==> src/rtl/id_ex_stage_pkg.sv <==
// Shared definitions for the ID/EX boundary: control-bundle layout,
// write-back select encodings and the RV32 opcodes used for operand-use decode.
package id_ex_stage_pkg;

  // Control bundle, MSB first:
  // RegWrite, MemWrite, ALUOp[4:0], ALUSrc, DMType[2:0], WDSel[1:0],
  // IsBranch, IsJAL, IsJALR, CSRWrite, CSRRead, CSROp[2:0], IsCSR, IsMRET
  localparam int CTRL_W = 23;

  localparam int CTRL_REGWRITE  = 22;
  localparam int CTRL_MEMWRITE  = 21;
  localparam int CTRL_ALUOP_LSB = 16;
  localparam int CTRL_ALUSRC    = 15;
  localparam int CTRL_DMTYPE_LSB = 12;
  localparam int CTRL_WDSEL_LSB = 10;
  localparam int CTRL_ISBRANCH  = 9;
  localparam int CTRL_ISJAL     = 8;
  localparam int CTRL_ISJALR    = 7;
  localparam int CTRL_CSRWRITE  = 6;
  localparam int CTRL_CSRREAD   = 5;
  localparam int CTRL_CSROP_LSB = 2;
  localparam int CTRL_ISCSR     = 1;
  localparam int CTRL_ISMRET    = 0;

  typedef logic [CTRL_W-1:0] ctrl_t;

  // Write-back sources whose data is not available until after EX
  localparam logic [1:0] WDSEL_MEM = 2'b01;
  localparam logic [1:0] WDSEL_CSR = 2'b11;

  localparam logic [6:0] OP_LUI    = 7'b0110111;
  localparam logic [6:0] OP_AUIPC  = 7'b0010111;
  localparam logic [6:0] OP_JAL    = 7'b1101111;
  localparam logic [6:0] OP_JALR   = 7'b1100111;
  localparam logic [6:0] OP_BRANCH = 7'b1100011;
  localparam logic [6:0] OP_LOAD   = 7'b0000011;
  localparam logic [6:0] OP_STORE  = 7'b0100011;
  localparam logic [6:0] OP_OPIMM  = 7'b0010011;
  localparam logic [6:0] OP_OP     = 7'b0110011;
  localparam logic [6:0] CSR_OPCODE = 7'b1110011;

  // Write-back select field of a control bundle
  function automatic logic [1:0] ctrl_wdsel(input ctrl_t c);
    return c[CTRL_WDSEL_LSB +: 2];
  endfunction

endpackage

==> src/rtl/id_ex_stage_if.sv <==
// Signal bundle between the decoder/hazard environment and the ID/EX stage.
// master drives the ID side and the EX hold/flush; slave is the stage itself.
interface id_ex_stage_if
  import id_ex_stage_pkg::*;
#(
  parameter int XLEN   = 32,
  parameter int CSR_AW = 12
);
  logic              id_valid;
  logic [6:0]        id_op;
  logic [2:0]        id_funct3;
  ctrl_t             id_ctrl;
  logic [XLEN-1:0]   id_pc;
  logic [XLEN-1:0]   id_rs1_data;
  logic [XLEN-1:0]   id_rs2_data;
  logic [XLEN-1:0]   id_imm;
  logic [4:0]        id_rs1;
  logic [4:0]        id_rs2;
  logic [4:0]        id_rd;
  logic [CSR_AW-1:0] id_csr_addr;
  logic              ex_hold;
  logic              ex_flush;

  logic              hz_stall;
  logic              ex_valid;
  ctrl_t             ex_ctrl;
  logic [XLEN-1:0]   ex_pc;
  logic [XLEN-1:0]   ex_rs1_data;
  logic [XLEN-1:0]   ex_rs2_data;
  logic [XLEN-1:0]   ex_imm;
  logic [4:0]        ex_rs1;
  logic [4:0]        ex_rs2;
  logic [4:0]        ex_rd;
  logic [CSR_AW-1:0] ex_csr_addr;

  modport master (
    output id_valid, id_op, id_funct3, id_ctrl, id_pc, id_rs1_data, id_rs2_data,
           id_imm, id_rs1, id_rs2, id_rd, id_csr_addr, ex_hold, ex_flush,
    input  hz_stall, ex_valid, ex_ctrl, ex_pc, ex_rs1_data, ex_rs2_data, ex_imm,
           ex_rs1, ex_rs2, ex_rd, ex_csr_addr
  );

  modport slave (
    input  id_valid, id_op, id_funct3, id_ctrl, id_pc, id_rs1_data, id_rs2_data,
           id_imm, id_rs1, id_rs2, id_rd, id_csr_addr, ex_hold, ex_flush,
    output hz_stall, ex_valid, ex_ctrl, ex_pc, ex_rs1_data, ex_rs2_data, ex_imm,
           ex_rs1, ex_rs2, ex_rd, ex_csr_addr
  );
endinterface

==> src/rtl/id_ex_stage_hazard_detect.sv <==
// Load-use / CSR-use hazard detection between the ID instruction and the
// instruction currently in EX. Purely combinational.
module id_ex_stage_hazard_detect
  import id_ex_stage_pkg::*;
(
  input  logic       id_valid_i,
  input  logic [6:0] id_op_i,
  input  logic       id_csr_uimm_i,   // funct3[2]: CSR immediate form, rs1 field is a uimm
  input  logic [4:0] id_rs1_i,
  input  logic [4:0] id_rs2_i,
  input  logic       ex_valid_i,
  input  logic       ex_regwrite_i,
  input  logic [1:0] ex_wdsel_i,
  input  logic [4:0] ex_rd_i,
  input  logic       ex_hold_i,
  input  logic       ex_flush_i,
  output logic       hz_o,
  output logic       hz_stall_o
);

  logic use_rs1;
  logic use_rs2;
  logic ex_late_wb;
  logic rs1_match;
  logic rs2_match;

  // Decode which source registers the ID instruction actually reads
  always_comb begin
    use_rs1 = 1'b1;
    use_rs2 = 1'b0;
    case (id_op_i)
      OP_LUI, OP_AUIPC, OP_JAL: use_rs1 = 1'b0;
      CSR_OPCODE:               use_rs1 = !id_csr_uimm_i;
      default:                  ;
    endcase
    if (id_op_i == OP_OP || id_op_i == OP_STORE || id_op_i == OP_BRANCH) begin
      use_rs2 = 1'b1;
    end
  end

  // EX result only exists after the memory/CSR access, so it cannot be forwarded yet
  assign ex_late_wb = (ex_wdsel_i == WDSEL_MEM) || (ex_wdsel_i == WDSEL_CSR);
  assign rs1_match  = use_rs1 && (id_rs1_i == ex_rd_i);
  assign rs2_match  = use_rs2 && (id_rs2_i == ex_rd_i);

  assign hz_o = ex_valid_i && id_valid_i && ex_regwrite_i && (ex_rd_i != 5'd0) &&
                ex_late_wb && (rs1_match || rs2_match);

  // A flushed or held EX makes the front-end stall pointless this cycle
  assign hz_stall_o = hz_o && !ex_flush_i && !ex_hold_i;

endmodule

==> src/rtl/id_ex_stage.sv <==
// ID/EX pipeline register of the RV32 core: latches the decoded instruction,
// inserts bubbles for hazards/flushes and honours the downstream hold.
module id_ex_stage
  import id_ex_stage_pkg::*;
#(
  parameter int XLEN   = 32,
  parameter int CSR_AW = 12
) (
  input  logic clk,
  input  logic rstn,
  id_ex_stage_if.slave bus
);

  logic              ex_valid_q,    ex_valid_d;
  ctrl_t             ex_ctrl_q,     ex_ctrl_d;
  logic [XLEN-1:0]   ex_pc_q,       ex_pc_d;
  logic [XLEN-1:0]   ex_rs1_data_q, ex_rs1_data_d;
  logic [XLEN-1:0]   ex_rs2_data_q, ex_rs2_data_d;
  logic [XLEN-1:0]   ex_imm_q,      ex_imm_d;
  logic [4:0]        ex_rs1_q,      ex_rs1_d;
  logic [4:0]        ex_rs2_q,      ex_rs2_d;
  logic [4:0]        ex_rd_q,       ex_rd_d;
  logic [CSR_AW-1:0] ex_csr_addr_q, ex_csr_addr_d;

  logic hz;

  id_ex_stage_hazard_detect u_hazard (
    .id_valid_i    (bus.id_valid),
    .id_op_i       (bus.id_op),
    .id_csr_uimm_i (bus.id_funct3[2]),
    .id_rs1_i      (bus.id_rs1),
    .id_rs2_i      (bus.id_rs2),
    .ex_valid_i    (ex_valid_q),
    .ex_regwrite_i (ex_ctrl_q[CTRL_REGWRITE]),
    .ex_wdsel_i    (ctrl_wdsel(ex_ctrl_q)),
    .ex_rd_i       (ex_rd_q),
    .ex_hold_i     (bus.ex_hold),
    .ex_flush_i    (bus.ex_flush),
    .hz_o          (hz),
    .hz_stall_o    (bus.hz_stall)
  );

  // Next EX contents: hold > flush > hazard > empty ID > load.
  // Bubbles clear only valid and control; datapath keeps its old value.
  always_comb begin
    ex_valid_d    = ex_valid_q;
    ex_ctrl_d     = ex_ctrl_q;
    ex_pc_d       = ex_pc_q;
    ex_rs1_data_d = ex_rs1_data_q;
    ex_rs2_data_d = ex_rs2_data_q;
    ex_imm_d      = ex_imm_q;
    ex_rs1_d      = ex_rs1_q;
    ex_rs2_d      = ex_rs2_q;
    ex_rd_d       = ex_rd_q;
    ex_csr_addr_d = ex_csr_addr_q;
    if (!bus.ex_hold) begin
      if (bus.ex_flush || hz || !bus.id_valid) begin
        ex_valid_d = 1'b0;
        ex_ctrl_d  = '0;
      end else begin
        ex_valid_d    = 1'b1;
        ex_ctrl_d     = bus.id_ctrl;
        ex_pc_d       = bus.id_pc;
        ex_rs1_data_d = bus.id_rs1_data;
        ex_rs2_data_d = bus.id_rs2_data;
        ex_imm_d      = bus.id_imm;
        ex_rs1_d      = bus.id_rs1;
        ex_rs2_d      = bus.id_rs2;
        ex_rd_d       = bus.id_rd;
        ex_csr_addr_d = bus.id_csr_addr;
      end
    end
  end

  // EX-stage registers with synchronous active-low clear
  always_ff @(posedge clk) begin
    if (!rstn) begin
      ex_valid_q    <= 1'b0;
      ex_ctrl_q     <= '0;
      ex_pc_q       <= '0;
      ex_rs1_data_q <= '0;
      ex_rs2_data_q <= '0;
      ex_imm_q      <= '0;
      ex_rs1_q      <= '0;
      ex_rs2_q      <= '0;
      ex_rd_q       <= '0;
      ex_csr_addr_q <= '0;
    end else begin
      ex_valid_q    <= ex_valid_d;
      ex_ctrl_q     <= ex_ctrl_d;
      ex_pc_q       <= ex_pc_d;
      ex_rs1_data_q <= ex_rs1_data_d;
      ex_rs2_data_q <= ex_rs2_data_d;
      ex_imm_q      <= ex_imm_d;
      ex_rs1_q      <= ex_rs1_d;
      ex_rs2_q      <= ex_rs2_d;
      ex_rd_q       <= ex_rd_d;
      ex_csr_addr_q <= ex_csr_addr_d;
    end
  end

  assign bus.ex_valid    = ex_valid_q;
  assign bus.ex_ctrl     = ex_ctrl_q;
  assign bus.ex_pc       = ex_pc_q;
  assign bus.ex_rs1_data = ex_rs1_data_q;
  assign bus.ex_rs2_data = ex_rs2_data_q;
  assign bus.ex_imm      = ex_imm_q;
  assign bus.ex_rs1      = ex_rs1_q;
  assign bus.ex_rs2      = ex_rs2_q;
  assign bus.ex_rd       = ex_rd_q;
  assign bus.ex_csr_addr = ex_csr_addr_q;

endmodule

==> src/flat_wrapper.sv <==
// flat-port wrapper written by rule: the top's interface ports become plain ports
module id_ex_stage_flat import id_ex_stage_pkg::*;
#(
  parameter int XLEN   = 32,
  parameter int CSR_AW = 12
)
  (clk, rstn, bus_id_valid, bus_id_op, bus_id_funct3, bus_id_ctrl, bus_id_pc, bus_id_rs1_data, bus_id_rs2_data, bus_id_imm, bus_id_rs1, bus_id_rs2, bus_id_rd, bus_id_csr_addr, bus_ex_hold, bus_ex_flush, bus_hz_stall, bus_ex_valid, bus_ex_ctrl, bus_ex_pc, bus_ex_rs1_data, bus_ex_rs2_data, bus_ex_imm, bus_ex_rs1, bus_ex_rs2, bus_ex_rd, bus_ex_csr_addr);
  id_ex_stage_if #(.XLEN(XLEN), .CSR_AW(CSR_AW)) bus_i ();
  input  logic clk;
  input  logic rstn;
  input wire logic [$bits(bus_i.id_valid)-1:0] bus_id_valid;
  input wire logic [$bits(bus_i.id_op)-1:0] bus_id_op;
  input wire logic [$bits(bus_i.id_funct3)-1:0] bus_id_funct3;
  input wire logic [$bits(bus_i.id_ctrl)-1:0] bus_id_ctrl;
  input wire logic [$bits(bus_i.id_pc)-1:0] bus_id_pc;
  input wire logic [$bits(bus_i.id_rs1_data)-1:0] bus_id_rs1_data;
  input wire logic [$bits(bus_i.id_rs2_data)-1:0] bus_id_rs2_data;
  input wire logic [$bits(bus_i.id_imm)-1:0] bus_id_imm;
  input wire logic [$bits(bus_i.id_rs1)-1:0] bus_id_rs1;
  input wire logic [$bits(bus_i.id_rs2)-1:0] bus_id_rs2;
  input wire logic [$bits(bus_i.id_rd)-1:0] bus_id_rd;
  input wire logic [$bits(bus_i.id_csr_addr)-1:0] bus_id_csr_addr;
  input wire logic [$bits(bus_i.ex_hold)-1:0] bus_ex_hold;
  input wire logic [$bits(bus_i.ex_flush)-1:0] bus_ex_flush;
  output wire logic [$bits(bus_i.hz_stall)-1:0] bus_hz_stall;
  output wire logic [$bits(bus_i.ex_valid)-1:0] bus_ex_valid;
  output wire logic [$bits(bus_i.ex_ctrl)-1:0] bus_ex_ctrl;
  output wire logic [$bits(bus_i.ex_pc)-1:0] bus_ex_pc;
  output wire logic [$bits(bus_i.ex_rs1_data)-1:0] bus_ex_rs1_data;
  output wire logic [$bits(bus_i.ex_rs2_data)-1:0] bus_ex_rs2_data;
  output wire logic [$bits(bus_i.ex_imm)-1:0] bus_ex_imm;
  output wire logic [$bits(bus_i.ex_rs1)-1:0] bus_ex_rs1;
  output wire logic [$bits(bus_i.ex_rs2)-1:0] bus_ex_rs2;
  output wire logic [$bits(bus_i.ex_rd)-1:0] bus_ex_rd;
  output wire logic [$bits(bus_i.ex_csr_addr)-1:0] bus_ex_csr_addr;
  assign bus_i.id_valid = bus_id_valid;
  assign bus_i.id_op = bus_id_op;
  assign bus_i.id_funct3 = bus_id_funct3;
  assign bus_i.id_ctrl = bus_id_ctrl;
  assign bus_i.id_pc = bus_id_pc;
  assign bus_i.id_rs1_data = bus_id_rs1_data;
  assign bus_i.id_rs2_data = bus_id_rs2_data;
  assign bus_i.id_imm = bus_id_imm;
  assign bus_i.id_rs1 = bus_id_rs1;
  assign bus_i.id_rs2 = bus_id_rs2;
  assign bus_i.id_rd = bus_id_rd;
  assign bus_i.id_csr_addr = bus_id_csr_addr;
  assign bus_i.ex_hold = bus_ex_hold;
  assign bus_i.ex_flush = bus_ex_flush;
  assign bus_hz_stall = bus_i.hz_stall;
  assign bus_ex_valid = bus_i.ex_valid;
  assign bus_ex_ctrl = bus_i.ex_ctrl;
  assign bus_ex_pc = bus_i.ex_pc;
  assign bus_ex_rs1_data = bus_i.ex_rs1_data;
  assign bus_ex_rs2_data = bus_i.ex_rs2_data;
  assign bus_ex_imm = bus_i.ex_imm;
  assign bus_ex_rs1 = bus_i.ex_rs1;
  assign bus_ex_rs2 = bus_i.ex_rs2;
  assign bus_ex_rd = bus_i.ex_rd;
  assign bus_ex_csr_addr = bus_i.ex_csr_addr;
  id_ex_stage #(.XLEN(XLEN), .CSR_AW(CSR_AW)) u_core (.clk(clk), .rstn(rstn), .bus(bus_i));
endmodule
==> config.mk <==
export PLATFORM = sky130hd
export DESIGN_NAME = id_ex_stage_flat
export DESIGN_NICKNAME = d
export VERILOG_FILES = /design/src/rtl/id_ex_stage_pkg.sv /design/src/rtl/id_ex_stage_if.sv /design/src/rtl/id_ex_stage_hazard_detect.sv /design/src/rtl/id_ex_stage.sv /design/src/flat_wrapper.sv
export SDC_FILE = /design/constraint.sdc
export NUM_CORES = 1
export LEC_CHECK = 0
export ABC_AREA = 1
export CORE_UTILIZATION = 38
export DETAILED_ROUTE_END_ITERATION = 16
export GPL_ROUTABILITY_DRIVEN = 0
export PLACE_DENSITY = 0.78
export SYNTH_ARGS = -nofsm -noshare
export SYNTH_HDL_FRONTEND = slang
export SYNTH_SLANG_ARGS = --single-unit
==> constraint.sdc <==
create_clock -name clk -period 1.7 [get_ports clk]
set_clock_uncertainty 0.2 [all_clocks]
set_input_delay 0.255 -clock clk [delete_from_list [all_inputs] [get_ports clk]]
set_output_delay 0.255 -clock clk [all_outputs]
set_load 0.1 [all_outputs]
### Word-level counts from Yosys, hierarchy flattened

Cells that the tools add are included.

* register bits: 179
* input bits: 193
* output and inout port bits: 180

* eq/ne operators: 11
* mux-type cells: 4
* bitwise gates (word level): 2
* reduce and logical (&&, ||, !) cells: 22

Operators with widths (count)
* 23-bit 2-to-1 mux: 1
* 7-bit by 6-bit == test with 1-bit output, second input constant: 3
* 7-bit == test, second input constant: 3
* 5-bit == test: 2
* 1-bit logical AND: 9
* 7-bit by 5-bit == test with 1-bit output, second input constant: 1
* 1-bit logical OR: 6
* 5-bit nonzero test: 1
* 1-bit logical NOT: 4
* 3-bit OR reduction: 1
* 2-bit by 1-bit == test with 1-bit output, second input constant: 1
* 2-bit == test, second input constant: 1
* 1-bit 2-to-1 mux: 2
* 1-bit inverter: 2
* 1-bit case mux with 2 select lines: 1
* 2-bit AND reduction: 1

### Longest topological paths before layout

Gate-level depths: netlist (run 1).

* depth after elaboration: 11
* gate-level depth with buffers: 13
* mapped depth without buffers: 11

### By module

Synthesis (run 1) repeated with hierarchy kept, for this count alone.

* cells, all modules: 1192
* area total of the unflattened synthesis: 8115.3 um^2

By module, submodules not included
* id_ex_stage: times used 1, cells an instance 1124, area an instance 7806.2 um^2, seq. area each 3583.4 um^2
* id_ex_stage_hazard_detect: times used 1, cells an instance 68, area an instance 309.0 um^2, seq. area each 0.0 um^2

### Least setup slack after synthesis (run 1)

No wires, ideal clock.

* path kind: register to output
* start: register u_core.ex_rd_q[3], in the netlist u_core.bus.ex_rd[3]
* end: output bus_hz_stall
* data arrival time: 4.029 ns
* required time: 1.245 ns
* setup slack: -2.784 ns
* cell stages (with the launch flop): 12
* path buffers: 3
* cells stage by stage: dfxtp_1 -> inv_1 -> nand2_1 -> nand2_1 -> nor2_1 -> nand4_1 -> nand2_1 -> nand2_1 -> buf_4 -> buf_6 -> buf_4 -> nor3_1

* longest elaborated chain between the ends: 6
* elaborated cells between the ends (all ways): 11

Ends and longest elaborated chain
* start, declared: RTL line id_ex_stage.sv:22 `logic [4:0] ex_rd_q, ex_rd_d;`
* start signal, assigned: RTL line id_ex_stage.sv:97 `ex_rd_q <= ex_rd_d;`
* 5-bit == test (tied with other cells): RTL line id_ex_stage_hazard_detect.sv:43 `assign rs1_match = use_rs1 && (id_rs1_i == ex_rd_i);`
* 1-bit logical AND (on tied branches): RTL line id_ex_stage_hazard_detect.sv:43, id_ex_stage_hazard_detect.sv:44, id_ex_stage_hazard_detect.sv:46
* 1-bit logical OR or 1-bit logical AND (tied branches): RTL line id_ex_stage_hazard_detect.sv:47, id_ex_stage_hazard_detect.sv:46
* 1-bit logical AND (*): RTL line id_ex_stage_hazard_detect.sv:47 `ex_late_wb && (rs1_match || rs2_match);`
* 1-bit logical AND (*) (2 in a row): RTL line id_ex_stage_hazard_detect.sv:50 `assign hz_stall_o = hz_o && !ex_flush_i && !ex_hold_i;`
* end, declared: RTL line flat_wrapper.sv:25 `output wire logic [$bits(bus_i.hz_stall)-1:0] bus_hz_stall;`

Mark *: on every way between the ends. The rest lies on a longest branch, timed or not.

### Worst setup path after layout (run 1)

* start: register u_core.ex_rd_q[0], in the netlist u_core.bus.ex_rd[0]
* end: register u_core.ex_rs1_q[1], in the netlist u_core.bus.ex_rs1[1]

* longest elaborated chain between the ends: 8
* elaborated cells between the ends (all ways): 13

Ends and longest elaborated chain
* 5-bit == test (tied with other cells): RTL line id_ex_stage_hazard_detect.sv:43
* 1-bit logical AND (on tied branches): RTL line id_ex_stage_hazard_detect.sv:43, id_ex_stage_hazard_detect.sv:44, id_ex_stage_hazard_detect.sv:46
* 1-bit logical OR or 1-bit logical AND (tied branches): RTL line id_ex_stage_hazard_detect.sv:47, id_ex_stage_hazard_detect.sv:46
* 1-bit logical AND (*): RTL line id_ex_stage_hazard_detect.sv:47
* 1-bit logical OR (*) (2 in a row): RTL line id_ex_stage.sv:57 `if (bus.ex_flush || hz || !bus.id_valid) begin`
* 1-bit inverter (no source line) (*)
* 2-bit AND reduction (no source line) (*)
* end signal, assigned: RTL line id_ex_stage.sv:95 `ex_rs1_q <= ex_rs1_d;`
* end, declared: RTL line id_ex_stage.sv:20 `logic [4:0] ex_rs1_q, ex_rs1_d;`

Marks and branches as above.
A chain may end at the register's enable or synchronous reset.

==> results.yml, run 1 <==
status:
  status: "finished with violations"
  failed_checks: "setup timing"
logic_synthesis:
  netlist_area_um2: 8010
  ys_seq_elements: 179
  synth_top_family_by_area: "simple AND/OR/NAND/NOR gates"
  synth-compound-area-share_pct: 11.4
  synthSimpleGateAreaFrac_pct: 29.3
  synth_cells: 1184
  yosysWarnings: 0
  synth.area.mux_share_pct: 0
  synth_xor_area_share_pct: 0.328
  syn_avg_cell_area_um2: 6.77
  synthAdderAreaFrac_pct: 0
  synth_cell_type_count: 18
  ys_seq_area_share_pct: 44.7
  synth_fp_nets: 1377
clock_network:
  htree_num_levels: 4
  cts_tree: "done"
  clock_latency_ps: 420
  clkSlewWorstSetupHoldPaths_ps: 70
  cts_buffers: 17
  ctsRootBufferMaster: "clkbuf_16"
  clock_sink_count: 179
  clockBufferDepth: 2
place:
  io_buffer_count: 370
  hpwl_um: 20400
  place_ws_ps: -664
  placed_area_um2: 14200
critical_path:
  crit_path_end_kind: "flop"
  cp_top_family: "simple AND/OR/NAND/NOR gates"
  worstReg2RegStart: "u_core.bus.ex_rd[0]$_SDFFE_PN0P_"
  cp_max_fo: 6
  cp_slowest_cell: "dfxtp_4"
  worstPathCellList: "inv_1 > nand2_1 > nand2_1 > nor2_2 > nand4_1 > nand2_2 > nand2_4 > buf_6 > buf_12 > buf_16 > buf_12 > buf_12 > buf_16 > nand3_2 > nand2_1 > nor2_1"
  cp.required_ps: 1850
  arrival_ps: 2650
  critPathMaxStageDelay_ps: 410
  critPathLaunchType: "flop"
  critPathKind: "reg -> reg"
  critPathLaunch: "u_core.bus.ex_rd[0]$_SDFFE_PN0P_"
  crit_buf_inv: 7
die:
  coreArea_um2: 20400
  start_util_pct: 39.2
  dieArea_um2: 21700
  die_h_um: 147
  dieWidth_um: 147
  rows: 52
  ios: 373
routing:
  viasPerCell: 5.54
  antenna_left: 0
  first_iter_violations: 668
  wirelength_um: 43400
  drc: 0
  dr_total_vias: 10500
  wire_per_inst_um: 22.9
  drtPass1Iterations: 5
min_path:
  holdCritStartpoint: "bus_id_ctrl[1]"
  min_path_type: "in -> reg"
grt:
  track_usage_pct: 29.9
  grt_pass1_vias: 9624
  antenna_found_initial: 6
  grt_max_degree: 64
  grt_overflow: 0
  grt_pass1_wl_um: 51100
job:
  drv_cap: 0
sta:
  setup_viol: 180
  fmax_mhz: 400
  period_needed_ps: 2500
  worstMarginPinSlew_ps: 394
  rsz0062_at_grt: "true"
  setup_slack_ps: -802
  relSlewSlack_pct: 73.7
  finalHoldViolCount: 0
  drv_slew: 0
  final.period_utilization_pct: 147
finish:
  nets: 1796
  syn_to_final_growth_pct: 124
  drive_gt1_share_pct: 42.1
  final_area_um2: 17900
power_and_ir_drop:
  power_density_nw_per_um2: 712
  peakVddDrop_mv: 0.708
  p_leak_nw: 7.67
[state kept, by name (all words and copies together) (netlist names)]
name,flops
u_core.bus.ex_imm,32
u_core.bus.ex_pc,32
u_core.bus.ex_rs1_data,32
u_core.bus.ex_rs2_data,32
u_core.bus.ex_ctrl,23
u_core.bus.ex_csr_addr,12
u_core.bus.ex_rd,5
u_core.bus.ex_rs1,5
u_core.bus.ex_rs2,5
u_core.bus.ex_valid,1
[power by group]
part,switching (mW),leakage (nW),total (mW),internal [mW]
registers,0.284,1.47,4.67,4.39
clock network,1.87,0.277,4.09,2.23
logic,2.43,5.92,4.00,1.58
[layout by cell type, fill, tap and decap left out, drive strengths merged]
cell type      instances
a21oi                180
a31o                   1
buf                  298
bufinv                 2
clkbuf                27
clkdlybuf4s50        184
clkinv                 3
clkinvlp               5
dfxtp                179
diode                  4
dlygate4sd3            1
dlymetal6s2s           5
inv                  168
nand2                211
nand3                181
nand4                  3
nor2                 161
nor3                   2
nor3b                  1
or2                    1
xnor2                  2
xor2                   1
[layout make-up]
cell class | count | area (um^2)
repair buffers | 497 | 7740
multi-input cells | 744 | 5020
flip-flops and latches | 179 | 3610
fillers | 789 | 2500
inverters | 164 | 618
clock buffers | 18 | 439
well taps | 270 | 338
clock inverters | 14 | 150
diodes | 4 | 10.0
[path summary, 6_finish.rpt]
path	end	slack (ps)	depth (start not counted)
max	u_core.bus.ex_rs1[1]$_SDFFE_PN0P_	-800	16
min	u_core.bus.ex_ctrl[1]$_SDFFE_PN0N_	200	3
max reg2reg	u_core.bus.ex_rs1[1]$_SDFFE_PN0P_	-800	16
min reg2reg	u_core.bus.ex_ctrl[1]$_SDFFE_PN0N_	320	2
[cell families (layout without fill, tap and decap cells)]
| group | after synthesis | after routing |
|---|---|---|
| buf+inv | 261 | 693 |
| simple gates | 560 | 560 |
| xor+xnor | 3 | 3 |
| compound gates | 181 | 181 |
| other cells | 0 | 4 |
| flops | 179 | 179 |
[cells in the mapped netlist, drive strengths merged]
library cell	n	area, um^2
nor3b	1	7.51
nand2	211	792
nor2	161	604
xnor2	2	17.5
xor2	1	8.76
nand3	181	906
inv	164	616
buf	67	422
a31o	1	8.76
a21oi	180	901
clkbuf	30	113
or2	1	6.26
dfxtp	179	3580
nor3	2	10.0
nand4	3	18.8
[metrics by stage]
stage,setup TNS [ps],utilization (%),cells,power (mW),hold slack (ps)
6_report,-115150,87.8,1890,12.8,202
5_1_grt,-123200,87.8,1890,13.1,219
4_1_cts,-82520,80.5,1867,12.3,188
3_5_place_dp,-103660,69.5,1796,8.27,293
3_3_place_gp,-92210,69.5,1796,8.21,290
2_1_floorplan,-30800,-,1184,6.65,205
[per-layer routing]
layer	wire length, um	track usage (%)	share of wire, %
met1	14700	32.2	34
met3	2890	7.36	6.7
met2	22800	53.6	52
met5	27	0	0.062
met4	2960	16.0	6.8
[worst min-delay path, delay by kind of cell]
family / cells / cell delay [ps]
buffers and inverters: 1 / 390
and+or+nand+nor: 1 / 80
AOI/OAI and AO/OA: 1 / 50
[what timing repair did]
item | 4_1_cts | 5_1_grt
endpoints found under the setup margin | 180 | 181
setup buffers | 10 | 16
hold buffers | 1 | 0
resized for setup | 172 | 279
pin swaps | 30 | 121
hold endpoints to repair | 13 | 0
cloned | 28 | 10
Note: power is estimated with default switching activity, not from simulation.
==> run 2, diff against run 1 <==
Settings changed: PLACE_DENSITY 0.78 to 0.83.
==> results.yml, run 2 (same netlist as run 1, synthesis figures left out) <==
finish:
  diodes: 0
  syn_to_final_growth_pct: 103
  stdcell_count: 1864
  final_area_um2: 16300
  drive_gt1_share_pct: 30.1
  nets: 1774
  layout_common_cells: "202 x buf_12, 201 x nand2_1, 188 x clkdlybuf4s50_1, 172 x dfxtp_1, 161 x inv_1"
  final_util_pct: 79.6
  final_common_cell: "buf_12"
sta:
  worstMarginPinSlew_ps: 390
  final.period_utilization_pct: 131
  fin_tns_setup_ps: -75170
  relSlewSlack_pct: 74.0
  rsz0062_at_grt: "true"
  period_needed_ps: 2230
  finalHoldViolCount: 0
  setup_viol: 180
  drv_slew: 0
  fmax_mhz: 449
  timing.hold.ws_ps: 215
  setup_slack_ps: -525
die:
  dieWidth_um: 147
  start_util_pct: 39.2
  ios: 373
  rows: 52
  dieArea_um2: 21700
  die_h_um: 147
  coreArea_um2: 20400
clock_network:
  ctsRootBufferMaster: "clkbuf_16"
  clkSlewWorstSetupHoldPaths_ps: 80
  htree_num_levels: 4
  cts_tree: "done"
  clock_latency_ps: 420
  clockBufferDepth: 2
  clock_sink_count: 179
  cts_buffers: 17
critical_path:
  r2r_end: "u_core.bus.ex_rs2_data[0]$_SDFFE_PN0P_"
  cp.required_ps: 1240
  worstReg2RegStart: "u_core.bus.ex_rd[0]$_SDFFE_PN0P_"
  critPathLaunchType: "input port"
  reg2reg_depth: 12
  critPathKind: "in -> out"
  crit_path_end_kind: "primary output"
  arrival_ps: 1770
  reg2reg_slack_ps: -480
  cp_max_fo: 3
place:
  placed_area_um2: 14100
  place_ws_ps: -660
  io_buffer_count: 370
  hpwl_um: 20000
  dp.cells: 1794
routing:
  wire_per_inst_um: 17.9
  dr_total_vias: 9617
  drc: 0
  drtPass1Iterations: 5
  viasPerCell: 5.16
  first_iter_violations: 677
  antenna_left: 0
  wirelength_um: 33500
grt:
  grt_overflow: 0
  antenna_found_initial: 1
  grt_pass1_wl_um: 43000
  use_met3_pct: 6.77
  grt_max_degree: 79
  grt_use_met2_pct: 44.3
  grt_pass1_vias: 8661
  grtUsageMet1_pct: 26.3
  busiest_layer: "met2"
  track_usage_pct: 24.6
min_path:
  hold_path_end: "u_core.bus.ex_ctrl[11]$_SDFFE_PN0N_"
  min_path_type: "in -> reg"
  holdCritStartpoint: "bus_id_ctrl[11]"
  min_path_cells: 3
status:
  status: "finished with violations"
  failed_checks: "setup timing"
job:
  drv_cap: 0
power_and_ir_drop:
  peakVddDrop_mv: 0.616
  power_density_nw_per_um2: 758
  power_mw: 12.3
  p_leak_nw: 7.17
-- run 2: area by class of cell --
cell class	instances	area (um^2)
Clock buffer	21	472
Clock inverter	11	116
Fill cell	1098	4160
Inverter	164	618
Multi-Input combinational cell	744	4020
Sequential cell	179	3610
Tap cell	270	338
Timing Repair Buffer	475	7100
-- run 2: worst max-delay path by stage --
stage,from,to,slack [ps],cells past startpoint
floorplan,u_core.bus.ex_rd[0]$_SDFFE_PN0P_,bus_hz_stall,-930,10
global placement,bus_id_rs2[3],bus_hz_stall,-640,10
detailed placement,bus_id_op[6],u_core.bus.ex_ctrl[18]$_SDFFE_PN0N_,-660,12
CTS,u_core.bus.ex_rd[3]$_SDFFE_PN0P_,bus_hz_stall,-560,10
global route,u_core.bus.ex_rd[0]$_SDFFE_PN0P_,bus_hz_stall,-660,8
finish,bus_id_op[3],bus_hz_stall,-530,10
-- run 2: worst max-delay path, cell delays in order --
cell	delay (ps)
clkdlybuf4s50_1	440
or2_0	260
nand3_1	110
nand2_1	70
nand2_1	70
nand2_1	60
nand2_2	70
nand2_4	70
nor3_4	150
buf_12	200
-- run 2: per-layer routing --
metal	share of wire, %	up-vias	wire [um]
li1	-	4513	-
met1	36	4533	12100
met2	53	461	17700
met3	6.8	108	2280
met4	4.3	2	1430
met5	0.027	-	9
-- run 2: timing repair --
action	in CTS	in global routing
hold buffers	1	0
gates resized for setup	10	197
setup endpoints to repair	180	180
hold endpoints to repair	1	0
buffers inserted	3	7
cloned	1	27
pin swaps	4	40
-- run 2: report_power, final --
group          internal (mW)  total (mW)  switching [mW]  leakage, nW
combinational           1.52        3.74            2.23         5.43
clock                   2.18        3.95            1.77        0.272
sequential              4.39        4.65           0.254         1.47
total                   8.09        12.3            4.25         7.17
==> run 3, diff against run 2 <==
Settings changed: CORE_UTILIZATION 38 to 39, PLACE_DENSITY 0.83 to 0.82, SLEW_MARGIN set to 20.
Clock period 1.7 ns to 2.7 ns, I/O delays scaled along.
==> results.yml, run 3 (same netlist as run 1, synthesis figures left out) <==
critical_path:
  crit_path_end: "bus_hz_stall"
  reg2reg_depth: 8
  worstReg2RegStart: "u_core.bus.ex_rd[4]$_SDFFE_PN0P_"
  crit_path_end_kind: "primary output"
  cp_slowest_cell: "clkdlybuf4s50_1"
  cp.depth: 10
  critPathKind: "in -> out"
  cp_max_fo: 5
  critPathLaunchType: "input port"
  critPathMaxStageDelay_ps: 470
  cp.required_ps: 2100
  crit_buf_inv: 2
  r2r_end: "u_core.bus.ex_rs1_data[10]$_SDFFE_PN0P_"
  worstPathCellList: "clkdlybuf4s50_1 > or2_0 > nand3_1 > nand2_1 > nand2_1 > nand2_1 > nand2_1 > nand2_4 > nor3_4 > buf_12"
  path_common_cell: "nand2_1"
  arrival_ps: 1980
  critPathLaunch: "bus_id_op[4]"
  cp_top_family: "simple AND/OR/NAND/NOR gates"
  reg2reg_slack_ps: 710
routing:
  drc: 0
  dr_total_vias: 8400
  viasPerCell: 4.72
  first_iter_violations: 391
  wirelength_um: 24200
  antenna_left: 0
  wire_per_inst_um: 13.6
  drtPass1Iterations: 6
clock_network:
  htree_num_levels: 4
  clock_sink_count: 179
  cts_setup_buffers: 0
  clock_latency_ps: 420
  ctsResizeCount: 0
  clockBufferDepth: 2
  clkSlewWorstSetupHoldPaths_ps: 70
  cts_buffers: 17
  ctsRootBufferMaster: "clkbuf_16"
  postCtsHoldBufs: 0
  cts_tree: "done"
grt:
  grt_pass1_wl_um: 38500
  antenna_found_initial: 3
  grtUsageMet1_pct: 25.9
  use_met3_pct: 6.18
  busiest_layer: "met2"
  grt_pass1_vias: 7552
  track_usage_pct: 22.5
  grt_use_met2_pct: 39.8
  grt_max_degree: 109
  grt_overflow: 0
die:
  start_util_pct: 39.7
  dieWidth_um: 145
  dieArea_um2: 21100
  coreArea_um2: 20200
  ios: 373
  die_h_um: 145
  rows: 52
finish:
  nets: 1690
  fillCellCount: 1866
  syn_to_final_growth_pct: 49.7
  drive_gt1_share_pct: 16.2
  final_common_cell: "nand2_1"
  layout_common_cells: "210 x nand2_1, 189 x clkdlybuf4s50_1, 189 x buf_4, 181 x nand3_1, 180 x a21oi_1"
sta:
  period_needed_ps: 2580
  timing.hold.ws_ps: 120
  relSlewSlack_pct: 50.5
  setup_viol: 0
  final.period_utilization_pct: 95.6
  worstMarginPinSlew_ps: 742
  rsz0062_at_grt: "false"
  fmax_mhz: 387
  setup_slack_ps: 118
  finalHoldViolCount: 0
  drv_slew: 0
place:
  place_ws_ps: 55.6
  io_buffer_count: 370
  hpwl_um: 17200
power_and_ir_drop:
  peakVddDrop_mv: 0.412
  power_density_nw_per_um2: 590
  p_leak_nw: 5.76
  power_mw: 7.08
min_path:
  min_path_type: "in -> reg"
  holdCritStartpoint: "rstn"
job:
  drv_cap: 0
status:
  status: "completed"
==> run 3: power by group <==
part	leakage (nW)	total (mW)	switching [mW]	internal, mW
Combinational	4.02	1.88	1.30	0.579
Clock	0.271	2.37	1.15	1.22
Sequential	1.47	2.83	0.0707	2.76
Total	5.76	7.08	2.52	4.56
==> run 3: routing by layer <==
layer	up-vias	share of wire [%]
li1	4335	-
met1	3761	40
met2	260	50
met3	40	6.7
met4	4	2.3
met5	-	0.14
==> run 3: how the worst min path moves through the flow <==
stage | to | cells past startpoint
3_5_place_dp | u_core.bus.ex_ctrl[8]$_SDFFE_PN0N_ | 2
3_3_place_gp | u_core.bus.ex_ctrl[2]$_SDFFE_PN0N_ | 2
6_report | u_core.bus.ex_pc[7]$_SDFFE_PN0P_ | 3
2_1_floorplan | u_core.bus.ex_ctrl[22]$_SDFFE_PN0N_ | 2
4_1_cts | u_core.bus.ex_pc[7]$_SDFFE_PN0P_ | 3
5_1_grt | u_core.bus.ex_pc[0]$_SDFFE_PN0P_ | 3
==> run 3: worst register-to-register path, stage by stage (launching register included) <==
cell and delay [ps]:
dfxtp_4 370, nor3_1 230, a31o_2 180, inv_1 50, nand2_4 140, buf_12 340, nand3_1 220, nand2_1 120
nor2_1 50
==> run 3: through the flow <==
| step | instances | util, % | instance area [um^2] | TNS (ps) |
|---|---|---|---|---|
| 4_1_cts | 1780 | 59.5 | 12000 | 0 |
| 2_1_floorplan | 1184 | - | 8060 | -76.9 |
| 5_1_grt | 1780 | 59.5 | 12000 | 0 |
| 6_report | 1781 | 59.5 | 12000 | 0 |
| 3_3_place_gp | 1748 | 56.7 | 11400 | 0 |
| 3_5_place_dp | 1748 | 56.7 | 11400 | 0 |
==> run 3: layout make-up <==
| class | count | area, um^2 | share of cell area (%) |
|---|---|---|---|
| Antenna cell | 1 | 2.50 | 0.0209 |
| Clock buffer | 19 | 433 | 3.61 |
| Clock inverter | 13 | 124 | 1.03 |
| Inverter | 164 | 616 | 5.13 |
| Multi-Input combinational cell | 744 | 3300 | 27.5 |
| Sequential cell | 179 | 3610 | 30.1 |
| Tap cell | 270 | 338 | 2.82 |
| Timing Repair Buffer | 391 | 3570 | 29.8 |
